==> config.mk <==
export PLATFORM = sky130hd
export DESIGN_NAME = bit_word_collector
export DESIGN_NICKNAME = d
export VERILOG_FILES = /design/src/rtl/bwc_pkg.sv /design/src/rtl/bit_sync2.sv /design/src/rtl/bit_word_collector.sv
export SDC_FILE = /design/constraint.sdc
export NUM_CORES = 1
export LEC_CHECK = 0
export CORE_MARGIN = 1.5
export CORE_UTILIZATION = 45
export CTS_CLUSTER_SIZE = 8
export DETAILED_ROUTE_END_ITERATION = 7
export GPL_TIMING_DRIVEN = 0
export PLACE_DENSITY = 0.67
export RECOVER_POWER = 50
export SYNTH_ARGS = -nofsm -noshare
export SYNTH_HDL_FRONTEND = slang
export SYNTH_HIERARCHICAL = 1
export SYNTH_SLANG_ARGS = --single-unit
==> constraint.sdc <==
create_clock -name clk -period 2.1 [get_ports clk]
set_input_delay 0.21 -clock clk [delete_from_list [all_inputs] [get_ports clk]]
set_output_delay 0.21 -clock clk [all_outputs]
set_load 0.05 [all_outputs]
==> src/rtl/bwc_pkg.sv <==
// Shared definitions for the bit word collector and its helpers.
// Holds the default geometry and the fill-level width helper.
package bwc_pkg;

   localparam int DEF_WIDTH      = 8;
   localparam int DEF_SAMPLE_DIV = 4;
   localparam int DIV_W          = 8;

   function automatic int fill_w(input int width);
      return $clog2(width + 1);
   endfunction

endpackage

==> src/rtl/bit_sync2.sv <==
// Two-flop synchroniser for a single asynchronous bit.
// Both flops clear on the synchronous active-high reset.
module bit_sync2 (
   input  logic clk,
   input  logic rst,
   input  logic d,
   output logic q
);

   logic s_p0;
   logic s_p1;

   always_ff @(posedge clk) begin
      if (rst) begin
         s_p0 <= 1'b0;
         s_p1 <= 1'b0;
      end else begin
         s_p0 <= d;
         s_p1 <= s_p0;
      end
   end

   assign q = s_p1;

endmodule

==> src/rtl/bit_word_collector.sv <==
// Samples the synchronised latch-network bit every SAMPLE_DIV clocks and packs it MSB-first
// into WIDTH-bit words on a valid/ready port. Define VON_NEUMANN_EN to debias sample pairs.
module bit_word_collector
   import bwc_pkg::*;
#(
   parameter int WIDTH      = DEF_WIDTH,
   parameter int SAMPLE_DIV = DEF_SAMPLE_DIV
) (
   input  logic                     clk,
   input  logic                     rst,
   input  logic                     enabled,
   input  logic                     b_in,
   output logic [WIDTH-1:0]         word_out,
   output logic                     word_valid,
   input  logic                     word_ready,
   output logic                     overflow,
   output logic [fill_w(WIDTH)-1:0] fill_level
);

   localparam int               FW        = fill_w(WIDTH);
   localparam logic [DIV_W-1:0] DIV_LAST  = DIV_W'(SAMPLE_DIV - 1);
   localparam logic [FW-1:0]    FILL_LAST = FW'(WIDTH - 1);

   logic             b_s;
   logic [DIV_W-1:0] div_cnt;
   logic             tick;
   logic             acc;
   logic             acc_bit;
   logic [WIDTH-1:0] shreg;
   logic [WIDTH-1:0] next_word;
   logic             complete;

   bit_sync2 u_sync (
      .clk (clk),
      .rst (rst),
      .d   (b_in),
      .q   (b_s)
   );

   // sample-rate divider
   always_ff @(posedge clk) begin
      if (rst || !enabled)
         div_cnt <= '0;
      else if (div_cnt == DIV_LAST)
         div_cnt <= '0;
      else
         div_cnt <= div_cnt + 1'b1;
   end

   assign tick = enabled && (div_cnt == DIV_LAST);

`ifdef VON_NEUMANN_EN
   logic phase;
   logic first;

   // pair ticks: 10 yields 1, 01 yields 0, equal pairs are discarded
   always_ff @(posedge clk) begin
      if (rst) begin
         phase <= 1'b0;
         first <= 1'b0;
      end else if (!enabled) begin
         phase <= 1'b0;
      end else if (tick) begin
         phase <= ~phase;
         if (!phase)
            first <= b_s;
      end
   end

   assign acc     = tick && phase && (first != b_s);
   assign acc_bit = first;
`else
   assign acc     = tick;
   assign acc_bit = b_s;
`endif

   assign next_word = {shreg[WIDTH-2:0], acc_bit};
   assign complete  = acc && (fill_level == FILL_LAST);

   // partial-word assembly
   always_ff @(posedge clk) begin
      if (rst) begin
         shreg      <= '0;
         fill_level <= '0;
      end else if (!enabled) begin
         fill_level <= '0;
      end else if (acc) begin
         shreg      <= next_word;
         fill_level <= complete ? '0 : fill_level + FW'(1);
      end
   end

   // output holding register; a completion with a pending unconsumed word is dropped
   always_ff @(posedge clk) begin
      if (rst) begin
         word_out   <= '0;
         word_valid <= 1'b0;
         overflow   <= 1'b0;
      end else if (complete) begin
         if (!word_valid || word_ready) begin
            word_out   <= next_word;
            word_valid <= 1'b1;
         end else begin
            overflow   <= 1'b1;
         end
      end else if (word_valid && word_ready) begin
         word_valid <= 1'b0;
      end
   end

endmodule

==> results of run 1 <==
final cells by class:
type                    count  area, um2  share of cell area [%]
plain buffers               8       41.3                    2.59
clock inverters             1       5.00                   0.314
clock buffers               6       51.3                    3.22
multi-input cells         101        647                    40.5
well taps                  31       38.8                    2.43
flip-flops and latches     31        621                    38.9
inverters                   3       11.3                   0.706
repair buffers             18        180                    11.3
stage by stage:
step                hold slack [ns]  power, mW  cells
finish                        0.433      0.979    199
global route                  0.423       1.02    199
CTS                           0.431      0.990    199
detailed placement            0.431      0.642    192
global placement              0.422      0.641    192
floorplan                     0.282      0.626    143
registers in the layout, indices dropped and copies added, names as in the netlist:
name         count
word_out         8
u_sync/s_p0      1
u_sync/q         1
shreg            7
overflow         1
div_cnt          8
fill_level       4
word_valid       1
metal layers:
layer | routed length, um | GRT usage (%) | vias to the layer above
met4 | 53 | 7.97 | 0
met3 | 70 | 4.76 | 8
met2 | 1400 | 32.8 | 14
li1 | - | - | 560
met1 | 1170 | 23.0 | 534
met5 | 0 | 0 | -
path summary, 6_finish.rpt:
| path | from | to | slack (ns) |
|---|---|---|---|
| worst max register to register | div_cnt[2] | word_out[1] | 0.19 |
| worst max-delay path | div_cnt[2] | word_out[1] | 0.19 |
| worst min-delay path | b_in | u_sync/s_p0 | 0.43 |
| worst min register to register | u_sync/s_p0 | u_sync/q | 0.45 |
power by group through the flow:
stage	clock network (mW)	registers, mW	logic, mW
4_1_cts	0.362	0.594	0.0341
2_1_floorplan	0	0.607	0.0184
5_1_grt	0.385	0.595	0.0371
6_report	0.352	0.594	0.0333
3_5_place_dp	0	0.608	0.0340
3_3_place_gp	0	0.608	0.0330
logic make-up (layout without fill, tap and decap cells):
kind of cell,count (synthesis),in the layout
DFF,31,31
xor gates and xnor gates,3,3
muxes,8,8
adders and majority gates,2,2
AOI/OAI and AO/OA,31,31
and+or+nand+nor,57,57
buffers and inverters,11,36
critical path, stage by stage (launching register included):
cell and delay [ns]:
dfxtp_1 0.31, buf_6 0.12, or4_1 0.57, nor4b_1 0.37, buf_4 0.26, mux2i_1 0.20
layout by cell type, fill, tap and decap left out:
cell type	count
nor2b_1	3
clkdlybuf4s50_1	12
nand3_1	13
nand4_1	1
or3b_2	1
ha_1	1
nor2_1	8
nand4bb_1	1
o31ai_1	2
nand2_1	1
dlygate4sd3_1	6
clkbuf_4	5
or4_1	3
a21oi_1	14
nor4bb_1	1
or4b_1	1
dfxtp_1	31
and3b_1	1
clkbuf_8	1
or3_1	3
buf_1	1
ha_2	1
buf_4	1
o21ai_0	12
nand2b_1	17
nor3b_1	1
xor2_1	2
a21o_1	1
xnor2_1	1
a41oi_1	2
nor4_1	1
inv_1	3
clkinv_2	1
nor4b_1	1
mux2i_1	8
buf_6	1
clkbuf_1	5
==> results.yml, run 1 <==
final_layout:
  area_growth_syn_to_layout_pct: 20.7
  utilization_pct: 57.4
  layout-drive-gt1-share_pct: 6.55
  fin_area_mm2: 0.00160
  nNetsFinal: 175
  antenna_cells: 0
  nFillCells: 265
logic_synthesis:
  yosysUniqueCellTypes: 32
  synthTopCellsByArea: "dfxtp_1 47%, nand2b_1 8.0%, mux2i_1 6.1%"
  syn_area_mm2: 0.00132
  yosys.area_share.simple_pct: 26.2
  synth_fa_ha_area_share_pct: 1.89
  synth_warnings: 6
  synth_most_common_cell: "dfxtp_1"
  synth_seq_area_share_pct: 47.0
  synthMuxAreaShare_pct: 6.06
  yosysTopAreaCell: "dfxtp_1"
  syn_area_per_cell_um2: 9.24
  syn_inst: 143
  syn_nets: 150
  synthArstFlopShare_pct: 0
  synth_edf_count: 0
  synthFlopType: "dfxtp_1"
  synth_top_area_share_pct: 47.0
  synth_seq_cells: 31
  netlist_top_cells_count: "31 x dfxtp_1, 17 x nand2b_1, 14 x a21oi_1"
  synth-compound-area-share_pct: 12.9
  synthXorXnorAreaFrac_pct: 1.99
  synth_top_family_by_area: "simple AND/OR/NAND/NOR gates"
floorplan:
  die_h_um: 57.2
  die_w_um: 57.2
  fp.dieArea_mm2: 0.00327
  design.core.area_mm2: 0.00278
  num_rows: 19
  io_pins: 19
  initial_core_util_pct: 47.5
placement:
  portBuffers: 18
  gp_congestion: 0.762
  dp_slack_ns: 0.162
  place_area_mm2: 0.00154
  dp_hpwl_um: 1900
critical_path:
  arrival_ns: 2.18
  worstSetupPathType: "register to register"
  reg2reg_depth: 5
  required_ns: 2.37
  critPathLaunchType: "register"
  cp-end-kind: "register"
  cp_max_fo: 8
clock_tree:
  clock_sinks: 31
  clockBufferDepth: 2
  clk_latency_ns: 0.33
  cts_buffers: 5
  cts_root_buf: "clkbuf_4"
  cts_resized: 0
  clk_pin_slew_ns: 0.09
  cts_tree: "done"
  cts_hold_buf: 0
  h-tree-depth: 2
  post_cts_buffers: 0
detailed_routing:
  via_per_inst: 5.61
  ant_nets: 0
  num_vias: 1116
  first_iter_violations: 37
  drc: 0
  drtPass1Iterations: 4
  wl_per_cell_um: 13.5
  wirelength_um: 2690
sta:
  setup_tns_ns: 0
  fmax_mhz: 523
  min_period_ns: 1.91
  worst_pin_slew_ns: 0.514
  finalHoldViolCount: 0
  period_share_pct: 91.1
  setup_violations: 0
  relSlewSlack_pct: 65.6
  rsz0062_at_grt: "false"
  setup_ws_ns: 0.186
  finalClockSkew_ns: 0.00474
  finalMaxSlewViolations: 0
grt:
  globalRouteOverflowTotal: 0
  antenna_found_initial: 0
  grt_pass1_wl_um: 4820
  grt_pass1_vias: 1078
  grt_max_degree: 11
  grtUsageTotal_pct: 19.2
power:
  p_seq_share_pct: 60.6
  clkPwrFrac_pct: 36.0
  switching_share_pct: 22.2
  combPwrFrac_pct: 3.4
  internal-power_mw: 0.762
  p_leak_nw: 0.526
  ir_drop_mv: 0.518
  cellPowerDensity_mw_per_mm2: 614
  switchingPower_mw: 0.217
min_path:
  hold_path_class: "input pin to register"
  whs_path_depth: 2
outcome:
  status: "completed"
flow_run:
  maxCapViolations: 0
(Power assumes the default switching activity.)
==> run 2: changes to the inputs <==
Settings changed: ABC_CLOCK_PERIOD_IN_PS set to 2100.
==> results of run 2 <==
No change in the layout: final DEF, timing and power equal those of run 1.
